[config.mk]
export PLATFORM = sky130hd
export DESIGN_NAME = fft_stage_scheduler
export DESIGN_NICKNAME = d
export VERILOG_FILES = /design/src/rtl/fft_stage_scheduler.sv
export SDC_FILE = /design/constraint.sdc
export NUM_CORES = 1
export LEC_CHECK = 0
export CORE_MARGIN = 3
export CORE_UTILIZATION = 47
export CTS_CLUSTER_SIZE = 40
export DETAILED_ROUTE_END_ITERATION = 6
export PLACE_DENSITY = 0.95
export SYNTH_ARGS = -nofsm -noshare
export SYNTH_HDL_FRONTEND = slang
export SYNTH_SLANG_ARGS = --single-unit
[constraint.sdc]
create_clock -name clk -period 9.7 [get_ports clk]
set_input_delay 2.91 -clock clk [delete_from_list [all_inputs] [get_ports clk]]
set_output_delay 2.91 -clock clk [all_outputs]
set_load 0.1 [all_outputs]
[src/rtl/fft_stage_scheduler.sv]
// rtl/fft_stage_scheduler.sv - stage sequencer and credit gate for a streaming radix-2 FFT core
//
// Purpose: steps the twiddle-multiply core through NUM_STAGES passes of an
// FFT_N-point frame. It admits source samples into the core, produces the
// per-sample twiddle ROM index, limits the number of samples in flight to
// MAX_INFLIGHT, and advances the stage once every sample of a pass has come
// back out of the core.
//
// Optional feature: define FFT_SCHED_STALL_CNT_EN to add a saturating
// 32-bit stall_cycles output.
//
// Ports:
//   clk, rst            clock; synchronous active-high reset
//   start               begin a frame (honoured only when idle)
//   busy, done          frame in progress / one-cycle frame-complete pulse
//   stage               current pass index
//   err                 sticky: a core completion arrived with nothing in flight
//   src_valid/ready     upstream sample handshake, src_data = {real, imag}
//   core_valid/ready    sample handshake toward the core, core_data = src_data
//   core_tw_idx         twiddle ROM index for the sample being offered
//   res_valid/ready     core output handshake (observed only)
//   stall_cycles        RUN cycles with src_valid && !src_ready (optional)

module fft_stage_scheduler #(
  parameter int FFT_N        = 256,
  parameter int NUM_STAGES   = $clog2(FFT_N),
  parameter int MAX_INFLIGHT = 4,
  parameter int DATA_WIDTH   = 16
) (
  input  logic                          clk,
  input  logic                          rst,
  input  logic                          start,
  output logic                          busy,
  output logic                          done,
  output logic [$clog2(NUM_STAGES)-1:0] stage,
  output logic                          err,
  input  logic                          src_valid,
  output logic                          src_ready,
  input  logic [2*DATA_WIDTH-1:0]       src_data,
  output logic                          core_valid,
  input  logic                          core_ready,
  output logic [2*DATA_WIDTH-1:0]       core_data,
  output logic [$clog2(FFT_N)-2:0]      core_tw_idx,
  input  logic                          res_valid,
  input  logic                          res_ready
`ifdef FFT_SCHED_STALL_CNT_EN
  ,
  output logic [31:0]                   stall_cycles
`endif
);

  localparam int SW  = $clog2(NUM_STAGES);
  localparam int IW  = $clog2(FFT_N) + 1;       // counts 0..FFT_N inclusive
  localparam int TWW = $clog2(FFT_N) - 1;
  localparam int FW  = $clog2(MAX_INFLIGHT + 1);

  typedef enum logic [1:0] {S_IDLE, S_RUN, S_DRAIN, S_DONE} state_t;

  state_t        state_q, state_d;
  logic [SW-1:0] stage_q;
  logic [IW-1:0] issue_cnt, done_cnt;
  logic [FW-1:0] inflight;
  logic          err_q;

  logic gate, issue_hs, comp, comp_ok, comp_bad;
  logic start_acc, last_issue, drain_done, last_stage;

  // The gate depends only on registered state, so core_valid never
  // combinationally follows core_ready.
  assign gate = (state_q == S_RUN) && (issue_cnt < IW'(FFT_N)) &&
                (inflight < FW'(MAX_INFLIGHT));

  assign core_valid = src_valid && gate;
  assign src_ready  = core_ready && gate;
  assign core_data  = src_data;
  assign issue_hs   = core_valid && core_ready;

  // A completion with nothing in flight is a protocol error; it must not
  // disturb the counters.
  assign comp     = res_valid && res_ready;
  assign comp_ok  = comp && (inflight != '0);
  assign comp_bad = comp && (inflight == '0);

  assign start_acc  = (state_q == S_IDLE) && start;
  assign last_issue = issue_hs && (issue_cnt == IW'(FFT_N - 1));
  assign drain_done = (state_q == S_DRAIN) && (done_cnt == IW'(FFT_N));
  assign last_stage = (stage_q == SW'(NUM_STAGES - 1));

  // Butterfly span halves each pass: index = (k mod half) << stage.
  assign core_tw_idx = TWW'((32'(issue_cnt) &
                       ((32'(FFT_N) >> (32'(stage_q) + 32'd1)) - 32'd1)) << stage_q);

  assign stage = stage_q;
  assign err   = err_q;

  always_comb begin
    state_d = state_q;
    busy    = 1'b0;
    done    = 1'b0;
    case (state_q)
      S_IDLE: begin
        if (start) state_d = S_RUN;
      end
      S_RUN: begin
        busy = 1'b1;
        if (last_issue) state_d = S_DRAIN;
      end
      S_DRAIN: begin
        busy = 1'b1;
        if (drain_done) state_d = last_stage ? S_DONE : S_RUN;
      end
      S_DONE: begin
        done    = 1'b1;
        state_d = S_IDLE;
      end
      default: state_d = S_IDLE;
    endcase
  end

  always_ff @(posedge clk) begin
    if (rst) begin
      state_q   <= S_IDLE;
      stage_q   <= '0;
      issue_cnt <= '0;
      done_cnt  <= '0;
      inflight  <= '0;
      err_q     <= 1'b0;
    end else begin
      state_q <= state_d;

      if (start_acc) begin
        stage_q   <= '0;
        issue_cnt <= '0;
        done_cnt  <= '0;
        err_q     <= 1'b0;
      end else begin
        if (issue_hs) issue_cnt <= issue_cnt + 1'b1;
        if (comp_ok && (state_q == S_RUN || state_q == S_DRAIN))
          done_cnt <= done_cnt + 1'b1;
        if (drain_done) begin
          issue_cnt <= '0;
          done_cnt  <= '0;
          if (!last_stage) stage_q <= stage_q + 1'b1;
        end
      end

      // A bad completion on the same cycle as a start still flags.
      if (comp_bad) err_q <= 1'b1;

      case ({issue_hs, comp_ok})
        2'b10:   inflight <= inflight + 1'b1;
        2'b01:   inflight <= inflight - 1'b1;
        default: inflight <= inflight;
      endcase
    end
  end

`ifdef FFT_SCHED_STALL_CNT_EN
  always_ff @(posedge clk) begin
    if (rst || start_acc) begin
      stall_cycles <= '0;
    end else if ((state_q == S_RUN) && src_valid && !src_ready &&
                 (stall_cycles != '1)) begin
      stall_cycles <= stall_cycles + 1'b1;
    end
  end
`endif

endmodule

**Word level (Yosys, flattened, before mapping)**

Cells that the tools add are included.

- Add/subtract/negate cells: 7
- Equal/unequal tests: 11
- Reduce and logical (&&, ||, !) cells: 23
- Shifts and indexed selects: 2
- Order comparisons: 2
- Mux-type cells: 10
- Bitwise operators: 2

Operators by type and width:

| cell | number |
|---|---|
| 9-bit by 32-bit bitwise AND with 32-bit output | 1 |
| 32-bit by 3-bit left shift with 7-bit output | 1 |
| 9-bit by 4-bit >> shifter with 32-bit output (first input constant) | 1 |
| 32-bit by 1-bit subtractor with 32-bit output (second input constant) | 1 |
| 9-bit by 1-bit adder with 9-bit output (second input constant) | 2 |
| 1-bit logical AND | 12 |
| 9-bit by 8-bit == test with 1-bit output (second input constant) | 1 |
| 9-bit == test (second input constant) | 1 |
| 9-bit < comparator (second input constant) | 1 |
| 2-bit 2-to-1 mux | 4 |
| 2-bit case mux with 4 select lines | 1 |
| 3-bit by 1-bit adder with 3-bit output (second input constant) | 2 |
| 2-bit == test (second input constant) | 3 |
| 2-bit inequality test (second input constant) | 3 |
| 3-bit case mux with 2 select lines | 1 |
| 3-bit by 1-bit adder with 4-bit output (second input constant) | 1 |
| 2-bit by 1-bit == test with 1-bit output (second input constant) | 2 |
| 1-bit 2-to-1 mux | 4 |
| 2-bit nonzero test | 2 |
| 2-bit OR reduction | 2 |
| 3-bit == test (second input constant) | 1 |
| 3-bit zero test | 1 |
| 3-bit < comparator (second input constant) | 1 |
| 3-bit AND reduction | 1 |
| 7 further kinds | 7 |

- Word-level logic and storage cells: 63
- Flip-flop bits (word level): 27
- Input bits: 39

**Depth between registers and ports, before layout**

Gate-level depths: netlist of run 1.

- Depth in word-level cells: 8
- Gate-level depth with buffers: 11

**Worst setup path after synthesis of run 1**

Ideal clock, no wire load.

- Path kind: register to output
- Start: reg stage_q[1] (netlist: stage[1])
- End: out core_tw_idx[3]
- Arrival time: 4694 ps
- Path slack: 2096 ps
- Stages on the path, launching flop included: 9
- Cells stage by stage: dfxtp_1 ha_1 ha_1 inv_1 ha_1 xnor2_1 a32o_1 nor2_1 a211oi_1

- Longest elaborated chain between the ends: 5

Ends and longest elaborated chain:

| element | line | source |
|---|---|---|
| start: declaration | 60 | `logic [SW-1:0] stage_q;` |
| start signal: assignment | 143 | `if (!last_stage) stage_q <= stage_q + 1'b1;` |
| 3-bit by 1-bit adder with 4-bit output | 91 | `((32'(FFT_N) >> (32'(stage_q) + 32'd1)) - 32'd1)) << stage_q);` |
| 9-bit by 4-bit >> shifter with 32-bit output | 91 |  |
| 32-bit by 1-bit subtractor with 32-bit output | 91 |  |
| 9-bit by 32-bit bitwise AND with 32-bit output | 90 | `assign core_tw_idx = TWW'((32'(issue_cnt) &` |
| 32-bit by 3-bit left shift with 7-bit output (*) | 90 |  |
| end: declaration | 43 | `output logic [$clog2(FFT_N)-2:0] core_tw_idx,` |

Every way passes the cells marked *; elsewhere a longest branch is shown, timed or not.

**Worst setup path after layout of run 1**

- Start: in core_ready
- End: out src_ready

- Longest elaborated chain between the ends: 1

Ends and longest elaborated chain:

| element | line | source |
|---|---|---|
| start: declaration | 41 | `input logic core_ready,` |
| 1-bit logical AND | 74 | `assign src_ready = core_ready && gate;` |
| end: declaration | 38 | `output logic src_ready,` |

Every way passes these cells.

==> out/metrics.yaml, run 1 <==
die:
  die_h_um: 72.7
  initial_core_util_pct: 50.5
  io_pins: 86
  die_width_um: 72.7
  coreArea_um2: 4140
  rows: 23
  dieArea_um2: 5290
clock_tree:
  clkSinkCount: 27
  clock-root-buffer: "clkbuf_8"
  cts_tree: "yes"
  cts_resized: 0
  cts_setup_buffers: 0
  cts_hold_buf: 0
  ctsHtreeMaxLevel: 1
  cts_buffers: 3
  clkTransAtPathRegs_ns: 0.08
  worstSkewPairLatency_ns: 0.27
  cts_buffer_depth: 2
sta:
  fin_tns_setup_ns: 0
  maxSlewHeadroom_pct: 34.9
  finalHoldViolCount: 0
  fmax_mhz: 132
  tightest_slew_ns: 0.973
  worst_clock_skew_ns: 0.00144
  fin_crit_ns: 7.60
  maxSlewViolCount: 0
  rsz0062_at_grt: "no"
  post-route-period-util_pct: 78.4
  setup_slack_ns: 2.10
  setup_viol: 0
synthesis:
  async_reset_ff_share_pct: 0
  synth_cells: 260
  ys_warn_count: 0
  syn-num-nets: 317
  seq_area_frac_synth_pct: 25.8
  synth.cell_area_um2: 2090
  synthAdderAreaFrac_pct: 11.1
  synth_top_family_by_area: "simple AND/OR/NAND/NOR gates"
  synthXorXnorAreaFrac_pct: 8.79
  avgSynthCellArea_um2: 8.05
  synth.area.mux_share_pct: 1.02
  yosysTopAreaCellShare_pct: 25.8
  synthSimpleGateAreaFrac_pct: 25.4
  yosysUniqueCellTypes: 48
  synth_commonest_cells: "35 x nor2_1, 32 x buf_4, 27 x dfxtp_1"
  synth_top_cell_by_area: "dfxtp_1"
  ys.flop_type: "dfxtp_1"
  synthTopCellsByArea: "dfxtp_1 26%, buf_4 11%, ha_1 10%"
  yosys_register_bits: 27
  synth_most_common_cell: "nor2_1"
  synth-compound-area-share_pct: 11.0
  synth_edf_count: 0
power_and_ir_drop:
  powerDensity_nw_per_um2: 145
  p_total_mw: 0.307
  max-vdd-ir-drop_uv: 213
  p_leak_nw: 0.774
setup_path:
  cp_data_required_time_ns: 6.79
  startpoint_type: "primary input"
  slowest_stage: "clkdlybuf4s50_1"
  crit_path_frequent_cell: "clkdlybuf4s50_1"
  critPathCaptureType: "output port"
  worstPathArrival_ns: 4.69
  cpPeakStageDelay_ns: 1.13
  critPathKind: "primary input to output port"
  crit_chain: "clkdlybuf4s50_1, and3_1, clkdlybuf4s50_1"
  critPathMaxFanout: 3
routing:
  vias: 1653
  routed_wl_um: 3910
  drc: 0
  first_iter_violations: 62
  firstDrtPassIters: 4
  post_drt_wl_per_cell_um: 13.3
  vias_per_cell: 5.64
  ant_nets: 0
place:
  dp_slack_ns: 2.10
  gp_congestion: 0.928
  portBuffers: 21
  hpwl_um: 3050
run:
  cap_violations: 0
cells_and_area:
  seqCellArea_um2: 541
  multi_input_area_um2: 1200
  syn_to_final_growth_pct: 0.837
  fillCellCount: 397
  diodes: 0
  drive_gt1_share_pct: 3.29
  fin_nets: 301
grt:
  grt_pass1_vias: 1625
  gr-total-overflow: 0
  antenna_found_initial: 0
  grt_first_pass_wirelength_um: 6710
  grt_max_degree: 19
  grtUsageTotal_pct: 15.3
outcome:
  outcome: "completed"
min_path:
  timing.hold.worst.class: "flop to flop"
## where the power goes
group	switching (mW)	internal [mW]	leakage [nW]
registers	0.00720	0.116	0.218
logic	0.0872	0.0345	0.533
clock network	0.0323	0.0294	0.0228
total	0.127	0.180	0.774
## per-layer routing
metal,track usage (%),wire length [um],vias to the layer above
met3,2.75,214,9
met4,6.35,66,0
met2,28.0,1990,55
met5,0,0,-
li1,-,-,820
met1,17.4,1640,769
## path summary, 6_finish.rpt
path,from,endpoint,slack (ns),cells past startpoint
worst min register to register,issue_cnt[8],issue_cnt[8],0.50,2
worst max register to register,state_q[1],inflight[2],7.16,10
worst min-delay path,issue_cnt[8],issue_cnt[8],0.50,2
worst max-delay path,core_ready,src_ready,2.10,3
## sequential cells by signal, summed over array words and instances (netlist names)
name and flops:
done_cnt 9, err 1, inflight 3, issue_cnt 9, stage 3, state_q 2
## metrics by stage
step                util [%]  hold WS (ns)  area [um^2]  std cells
CTS                     50.9         0.502         2110        293
finish                  50.9         0.500         2110        293
global placement        49.8         0.465         2070        289
detailed placement      49.8         0.489         2070        289
floorplan                  -         0.452         2090        260
global route            50.9         0.527         2110        293
## cells in the final DEF, fill, tap and decap left out, drive strengths merged, types with 3 or more instances in the layout
master / netlist / routed
nor2: 35 / 35
dfxtp: 27 / 27
clkdlybuf4s50: 0 / 21
ha: 17 / 17
nand2: 15 / 15
xor2: 13 / 13
inv: 13 / 13
nand3: 12 / 12
xnor2: 8 / 8
a21oi: 8 / 8
nor3: 7 / 7
nand4: 6 / 6
nor2b: 5 / 5
o21ai: 5 / 5
and3: 4 / 4
and2: 4 / 4
clkbuf: 4 / 4
nand2b: 3 / 3
a21o: 3 / 3
and4: 3 / 3
## area by class of cell
cell class | count | share of cell area [%]
multi-input combinational | 177 | 56.8
timing repair buffer | 21 | 9.96
inverter | 14 | 2.49
sequential | 27 | 25.6
tap | 50 | 2.96
clock buffer | 4 | 2.13
## critical path: cells and delay by family
kind,cells,cell delay [ns]
simple gates,1,0.16
buf+inv,2,1.63
## logic make-up (layout without fill, tap and decap cells)
group / after synthesis / count (layout)
adders and majority gates: 18 / 18
and+or+nand+nor: 104 / 104
buffers and inverters: 56 / 39
DFF: 27 / 27
AOI/OAI and AO/OA: 32 / 32
muxes: 2 / 2
xor gates and xnor gates: 21 / 21
(Power assumes the default switching activity.)
==> run 2, diff against run 1 <==
- CORE_UTILIZATION: 47 -> 44
- PLACE_DENSITY: 0.95 -> 0.94
- clock period: 9.7 -> 7.8 ns (I/O delays scaled with it)
==> out/metrics.yaml, run 2 (synthesis gave the netlist of run 1 again) <==
routing:
  first_iter_violations: 146  # was 62
  post_drt_wl_per_cell_um: 13.2  # was 13.3 um
  ant_nets: 0  # unchanged
  routed_wl_um: 3900  # was 3910 um
  firstDrtPassIters: 4  # unchanged
  vias: 1653  # unchanged
  drc: 0  # unchanged
  vias_per_cell: 5.60  # was 5.64
cells_and_area:
  reg_top3: "done_cnt (9), issue_cnt (9)"  # unchanged
  final_cell_mix: "35 x nor2_1, 27 x dfxtp_1, 21 x clkdlybuf4s50_1, 17 x ha_1, 15 x nand2_1"  # unchanged
  fin_nets: 301  # unchanged
  diodes: 0  # unchanged
  fin_cells: 295  # was 293
  final_common_cell: "nor2_1"  # unchanged
  syn_to_final_growth_pct: 1.20  # was 0.837%
  finish.utilization_pct: 47.3  # was 50.9%
  fillCellCount: 417  # was 397
  drive_gt1_share_pct: 3.70  # was 3.29%
min_path:
  whs_path_depth: 2  # unchanged
  whs_endpoint: "issue_cnt[8]"  # unchanged
  timing.hold.worst.class: "flop to flop"  # unchanged
  hp-start: "issue_cnt[8]"  # unchanged
grt:
  grt.met2_usage_pct: 26.9  # was 28.0%
  grt-busiest-layer: "met2"  # unchanged
  use_met1_pct: 17.5  # was 17.4%
  grt_first_pass_wirelength_um: 6730  # was 6710 um
  gr-total-overflow: 0  # unchanged
  grtUsageTotal_pct: 15.0  # was 15.3%
  use_met3_pct: 3.34  # was 2.75%
  antenna_found_initial: 0  # unchanged
  grt_pass1_vias: 1608  # was 1625
  grt_max_degree: 19  # unchanged
die:
  rows: 24  # was 23
  dieArea_um2: 5620  # was 5290 um^2
  coreArea_um2: 4470  # was 4140 um^2
  initial_core_util_pct: 46.8  # was 50.5%
  io_pins: 86  # unchanged
  die_width_um: 75.0  # was 72.7 um
  die_h_um: 75.0  # was 72.7 um
sta:
  fin_tns_setup_ns: 0  # unchanged
  fin_crit_ns: 6.48
  maxSlewViolCount: 0  # unchanged
  post-route-period-util_pct: 83.1
  setup_viol: 0  # unchanged
  maxSlewHeadroom_pct: 34.8  # was 34.9%
  finalHoldViolCount: 0  # unchanged
  fmax_mhz: 154
  rsz0062_at_grt: "no"  # unchanged
  tightest_slew_ns: 0.976  # was 0.973 ns
  worst_clock_skew_ns: 0.0134  # was 0.00144 ns
setup_path:
  critPathCaptureType: "output port"  # unchanged
  cp_data_required_time_ns: 5.46  # was 6.79 ns
  worstPathArrival_ns: 4.14  # was 4.69 ns
  r2r-start: "state_q[1]"  # unchanged
  critPathMaxFanout: 3  # unchanged
  worst_r2r_path_depth: 10  # unchanged
  r2r_slack_ns: 5.26  # was 7.16 ns
  startpoint_type: "primary input"  # unchanged
  rr_endpoint: "inflight[2]"  # unchanged
  critPathKind: "primary input to output port"  # unchanged
clock_tree:
  clock-root-buffer: "clkbuf_8"  # unchanged
  worstSkewPairLatency_ns: 0.28  # was 0.27 ns
  cts_setup_buffers: 0  # unchanged
  cts_hold_buf: 0  # unchanged
  clkTransAtPathRegs_ns: 0.09  # was 0.08 ns
  cts_buffers: 3  # unchanged
  cts_buffer_depth: 2  # unchanged
  clkSinkCount: 27  # unchanged
  ctsHtreeMaxLevel: 1  # unchanged
  cts_resized: 0  # unchanged
  cts_tree: "yes"  # unchanged
place:
  portBuffers: 21  # unchanged
  hpwl_um: 3000  # was 3050 um
  numPlacedInstances: 291  # was 289
  gp_congestion: 0.893  # was 0.928
outcome:
  outcome: "completed"  # unchanged
power_and_ir_drop:
  max-vdd-ir-drop_uv: 227  # was 213 uV
  powerDensity_nw_per_um2: 183  # was 145 nW/um^2
  p_total_mw: 0.388  # was 0.307 mW
  p_leak_nw: 0.777  # was 0.774 nW
run:
  cap_violations: 0  # unchanged
[run 2: changes by cell type in the layout (fill, tap and decap cells not counted), sizes merged]
cell,before,now
clkbuf,4,3
inv,13,14
[run 2: per-layer routing]
metal,part of all wire [%],vias up
li1,-,823
met1,42,787
met2,51,33
met3,5.4,10
met4,0.95,0
met5,0,-
[run 2: layout make-up]
cell class / count / area, um^2 / area share (%)
inverter: 14 / 52.6 / 2.48
sequential: 27 / 541 / 25.5
clock buffer: 3 / 41.3 / 1.95
tap: 52 / 65.1 / 3.07
multi-input combinational: 177 / 1200 / 56.6
clock inverter: 1 / 8.76 / 0.413
timing repair buffer: 21 / 210 / 9.92
[run 2: worst max-delay path by stage]
stage / start / to / slack, ns / cells past startpoint
floorplan: stage[1] / core_tw_idx[3] / 0.77 / 8
global placement: core_ready / src_ready / 1.37 / 3
detailed placement: src_valid / core_valid / 1.33 / 3
CTS: src_valid / core_valid / 1.33 / 3
global route: stage[0] / core_tw_idx[6] / 1.24 / 10
finish: src_valid / core_valid / 1.32 / 3
[run 2: critical path, stage by stage]
cell and delay [ns]:
clkdlybuf4s50_1 0.50, and3_1 0.16, clkdlybuf4s50_1 1.14
[run 2: metrics by stage]
stage / worst slack (ns) / hold slack [ns] / instance area (um^2)
4_1_cts: 1.33 / 0.498 / 2120
5_1_grt: 1.24 / 0.538 / 2120
3_5_place_dp: 1.33 / 0.482 / 2070
3_3_place_gp: 1.37 / 0.466 / 2070
6_report: 1.32 / 0.495 / 2120
2_1_floorplan: 0.766 / 0.452 / 2090
[run 2: report_power, final]
| part | switching, mW | internal, mW |
|---|---|---|
| Combinational | 0.108 | 0.0428 |
| Clock | 0.0458 | 0.0375 |
| Sequential | 0.00864 | 0.145 |
| Total | 0.163 | 0.225 |
==> run 3, diff against run 2 <==
- CORE_UTILIZATION: 44 -> 39
- PLACE_DENSITY: 0.94 -> 0.89
- clock period: 7.8 -> 5.4 ns (I/O delays scaled with it)
==> out/metrics.yaml, run 3 (synthesis gave the netlist of run 1 again) <==
clock_tree:
  clkSinkCount: 27  # unchanged
  clkTransAtPathRegs_ns: 0.09  # about the same
  cts_buffers: 3  # unchanged
  ctsHtreeMaxLevel: 1  # unchanged
  cts_hold_buf: 0  # unchanged
  cts_resized: 0  # unchanged
  cts_buffer_depth: 2  # unchanged
  cts_tree: "yes"  # unchanged
  worstSkewPairLatency_ns: 0.28  # about the same
  cts_setup_buffers: 0  # unchanged
  clock-root-buffer: "clkbuf_8"  # unchanged
routing:
  vias: 1652  # was 1653
  post_drt_wl_per_cell_um: 12.8  # was 13.2 um
  firstDrtPassIters: 6  # was 4
  routed_wl_um: 4000  # was 3900 um
  drc: 0  # unchanged
  first_iter_violations: 107  # was 146
  ant_nets: 0  # unchanged
  vias_per_cell: 5.28  # was 5.60
sta:
  worst_clock_skew_ns: 0.00621  # was 0.0134 ns
  finalHoldViolCount: 0  # unchanged
  tightest_slew_ns: 0.966  # was 0.976 ns
  rsz0062_at_grt: "no"  # unchanged
  post-route-period-util_pct: 87.7
  setup_viol: 0  # unchanged
  fin_crit_ns: 4.74
  fmax_mhz: 211
  fin_tns_setup_ns: 0  # unchanged
  setup_slack_ns: 0.663  # was 1.32 ns
  maxSlewHeadroom_pct: 35.4  # was 34.8%
  maxSlewViolCount: 0  # unchanged
  whs_ns: 0.494  # was 0.495 ns
grt:
  antenna_found_initial: 0  # unchanged
  gr-total-overflow: 0  # unchanged
  grtUsageTotal_pct: 13.1  # was 15.0%
  grt_pass1_vias: 1497  # was 1608
  grt_first_pass_wirelength_um: 6700  # was 6730 um
  grt_max_degree: 19  # unchanged
setup_path:
  critPathMaxFanout: 17  # was 3
  critPathCaptureType: "output port"  # unchanged
  startpoint_type: "flop"  # was primary input
  worstPathArrival_ns: 3.12  # was 4.14 ns
  cp_data_required_time_ns: 3.78  # was 5.46 ns
  critPathKind: "flop to output port"  # was primary input to output port
cells_and_area:
  reg_top3: "done_cnt (9), issue_cnt (9)"  # unchanged
  fin_cells: 313  # was 295
  fillCellCount: 524  # was 417
  drive_gt1_share_pct: 8.64  # was 3.70%
  finish.utilization_pct: 41.5  # was 47.3%
  final_cell_mix: "35 x nor2_1, 27 x dfxtp_1, 17 x ha_1, 15 x nand2_1"  # was 35 x nor2_1, 27 x dfxtp_1, 21 x clkdlybuf4s50_1, 17 x ha_1, 15 x nand2_1
  final_common_cell: "nor2_1"  # unchanged
  finish.instance_area_um2: 2130  # was 2120 um^2
  fin_nets: 301  # unchanged
  diodes: 0  # unchanged
  syn_to_final_growth_pct: 1.97  # was 1.20%
die:
  coreArea_um2: 5140  # was 4470 um^2
  initial_core_util_pct: 40.7  # was 46.8%
  rows: 26  # was 24
  die_width_um: 79.3  # was 75.0 um
  die_h_um: 79.3  # was 75.0 um
  dieArea_um2: 6280  # was 5620 um^2
  io_pins: 86  # unchanged
place:
  gp_congestion: 0.924  # was 0.893
  dp_slack_ns: 1.00  # was 1.33 ns
  placed_cell_area_um2: 2090  # was 2070 um^2
  numPlacedInstances: 309  # was 291
  portBuffers: 21  # unchanged
  hpwl_um: 3080  # was 3000 um
power_and_ir_drop:
  powerDensity_nw_per_um2: 260  # was 183 nW/um^2
  p_sw_share_pct: 42.1  # was 42.0%
  p_leak_nw: 0.804  # was 0.777 nW
  p_int_mw: 0.322  # was 0.225 mW
  comb_power_share_pct: 39.3  # was 39.0%
  max-vdd-ir-drop_uv: 219  # was 227 uV
  seq_power_share_pct: 39.8  # was 39.6%
  p_total_mw: 0.555  # was 0.388 mW
  clockPowerShare_pct: 20.8  # was 21.5%
  p_switching_mw: 0.234  # was 0.163 mW
run:
  cap_violations: 0  # unchanged
min_path:
  timing.hold.worst.class: "flop to flop"  # unchanged
outcome:
  outcome: "completed"  # unchanged
[run 3: layout make-up]
type / count / area [um^2] / share of cell area [%]
clock buffer: 3 / 41.3 / 1.93
clock inverter: 1 / 5.00 / 0.234
inverter: 14 / 52.6 / 2.46
multi-input combinational: 177 / 1220 / 57.0
sequential: 27 / 541 / 25.3
tap: 70 / 87.6 / 4.10
timing repair buffer: 21 / 190 / 8.91
[run 3: layer usage]
layer	part of all wire (%)	GRT usage (%)	vias to the layer above
met3	6.2	3.74	9
met2	51	22.6	38
met5	0	0	-
met1	42	15.6	781
li1	-	-	824
met4	1.1	3.95	0
[run 3: worst paths after layout]
check | cells past startpoint | slack (ns) | endpoint | startpoint
max | 10 | 0.66 | core_tw_idx[6] | stage[1]
min | 2 | 0.49 | issue_cnt[8] | issue_cnt[8]
max reg2reg | 10 | 2.87 | inflight[2] | state_q[1]
min reg2reg | 2 | 0.49 | issue_cnt[8] | issue_cnt[8]
[run 3: power groups by stage]
stage	Clock, mW	Combinational (mW)	Sequential (mW)
floorplan	0	0.282	0.230
global placement	0	0.215	0.225
detailed placement	0	0.219	0.226
CTS	0.119	0.220	0.221
global route	0.129	0.236	0.223
finish	0.116	0.218	0.221
[run 3: critical path, cell delays in order, from the launching register on]
cell and delay [ns]:
dfxtp_1 0.68, ha_1 0.34, ha_1 0.34, inv_1 0.11, ha_1 0.27, nor3b_1 0.17
xor2_1 0.15, and3_1 0.19, o311ai_1 0.28, o21ai_2 0.08, buf_4 0.24
==> variant (config.mk and constraints of run 3) <==
`FFT_N`: 256 -> 512.
--- a/src/rtl/fft_stage_scheduler.sv
+++ b/src/rtl/fft_stage_scheduler.sv
@@ -22,7 +22,7 @@
 //   stall_cycles        RUN cycles with src_valid && !src_ready (optional)
 
 module fft_stage_scheduler #(
-  parameter int FFT_N        = 256,
+  parameter int FFT_N        = 512,
   parameter int NUM_STAGES   = $clog2(FFT_N),
   parameter int MAX_INFLIGHT = 4,
   parameter int DATA_WIDTH   = 16
Ports: changed (resized core_tw_idx and stage); port bits go from 86 to 88. No check against the original RTL was run, so the function may have changed too.
==> variant against run 3 <==
- clock skew rose by 0.00086 ns
- setup slack got worse by 0.41 ns
- sequential cell count rose by 3
- design area rose by 18%
- synthesized cell count rose by 15%
- area after synthesis rose by 11%
- routed wire length rose by 26%
- sequential share of layout area fell by 1.4 points
- power rose by 25%
- maximum frequency fell by 7.9%
- clock power rose by 88%
- sequential power rose by 10%
- critical path type unchanged
- highest routed layer unchanged
==> variant: results (changes against run 3) <==
[synthesis]
synthCells=300  ; +15%
yosys-top-cells-count=35 x nor2_1, 33 x buf_4, 30 x dfxtp_1
synth_nets=355  ; +12%
synth_mux_area_share_pct=0  ; -1.0 points
yosysUniqueCellTypes=52  ; +8.3%
synth_area_leaders=dfxtp_1 26%, buf_4 11%, ha_1 8.1%

[placed_design]
gp_congestion=0.893  ; -3.4%
place_inst=354  ; +15%
portBuffers=23  ; +9.5%

[global_route]
grt_pass1_wl_mm=8.71  ; +30%

[routing]
routed_wl_mm=5.05  ; +26%
wl_met1_mm=2.11  ; +25%
wl_met2_mm=2.55  ; +26%

[power_and_ir_drop]
ir_worst_vdd_v=0.000322  ; +47%

[layout]
nets=344  ; +14%
drive_gt1_share_pct=10.0  ; +1.4 points
fillers=531  ; +1.3%

[worst_setup_path]
crit_start=stage[0]
crit_path_max_fanout=16  ; -1

[worst_hold_path]
hold_path.startpoint=err

[cts]
path_clk_slew_ns=0.06  ; -0.03 ns
h-tree-depth=2  ; +1

[sta]
skew_ns=0.00707  ; +0.000856 ns
maxSlewHeadroom_pct=35.0  ; -0.35 points

[status]
status=finished clean

[variant: area by class of cell]
type | count | area share [%]
multi-input combinational | 211 | 56.6
sequential | 30 | 23.9
timing repair buffer | 25 | 9.35
tap | 72 | 3.58
clock buffer | 7 | 3.03
inverter | 16 | 2.39
clock inverter | 1 | 1.19
[variant: path summary, 6_finish.rpt]
path         slack (ns)             end
min reg2reg        0.46             err
max                0.26  core_tw_idx[7]
min                0.46             err
max reg2reg        2.72     inflight[2]
[variant: logic make-up (layout without fill, tap and decap cells)]
kind of cell             after synthesis  count (layout)
AO/OA/AOI/OAI                         52              52
XOR/XNOR                              19              19
adder cells (fa/ha/maj)               16              16
buffers and inverters                 59              49
flip-flops                            30              30
AND/OR/NAND/NOR                      124             124
[variant: metrics by stage]
| step | utilization, % | setup WS, ns | power (mW) | area, µm² | hold WS [ns] |
|---|---|---|---|---|---|
| 2_1_floorplan | - | 0.0405 | 0.535 | 2370 | 0.465 |
| 6_report | 44.6 | 0.256 | 0.692 | 2510 | 0.458 |
| 3_5_place_dp | 42.7 | 0.631 | 0.475 | 2410 | 0.447 |
| 5_1_grt | 44.6 | 0.112 | 0.721 | 2510 | 0.507 |
| 3_3_place_gp | 42.7 | 0.763 | 0.470 | 2410 | 0.438 |
| 4_1_cts | 44.6 | 0.308 | 0.697 | 2510 | 0.463 |
[variant: power by group through the flow]
stage	combinational [mW]	clock [mW]	sequential [mW]
floorplan	0.282	0	0.253
finish	0.230	0.218	0.244
CTS	0.231	0.222	0.244
global route	0.243	0.232	0.245
global placement	0.223	0	0.247
detailed placement	0.227	0	0.249
[variant: per-layer routing]
metal  track usage, %  vias up
met5                0        -
met4             8.62        0
met3             4.17       19
met2             25.3       51
met1             16.1      956
li1                 -      997
[variant: worst reg2reg max path: stages, from the launching register on]
cell,delay (ns)
dfxtp_1,0.35
inv_1,0.13
ha_1,0.24
nor4bb_1,0.52
buf_4,0.25
nand2_1,0.10
ha_1,0.25
inv_1,0.07
fa_1,0.18
xor2_1,0.07
or3_1,0.30
a21oi_1,0.14
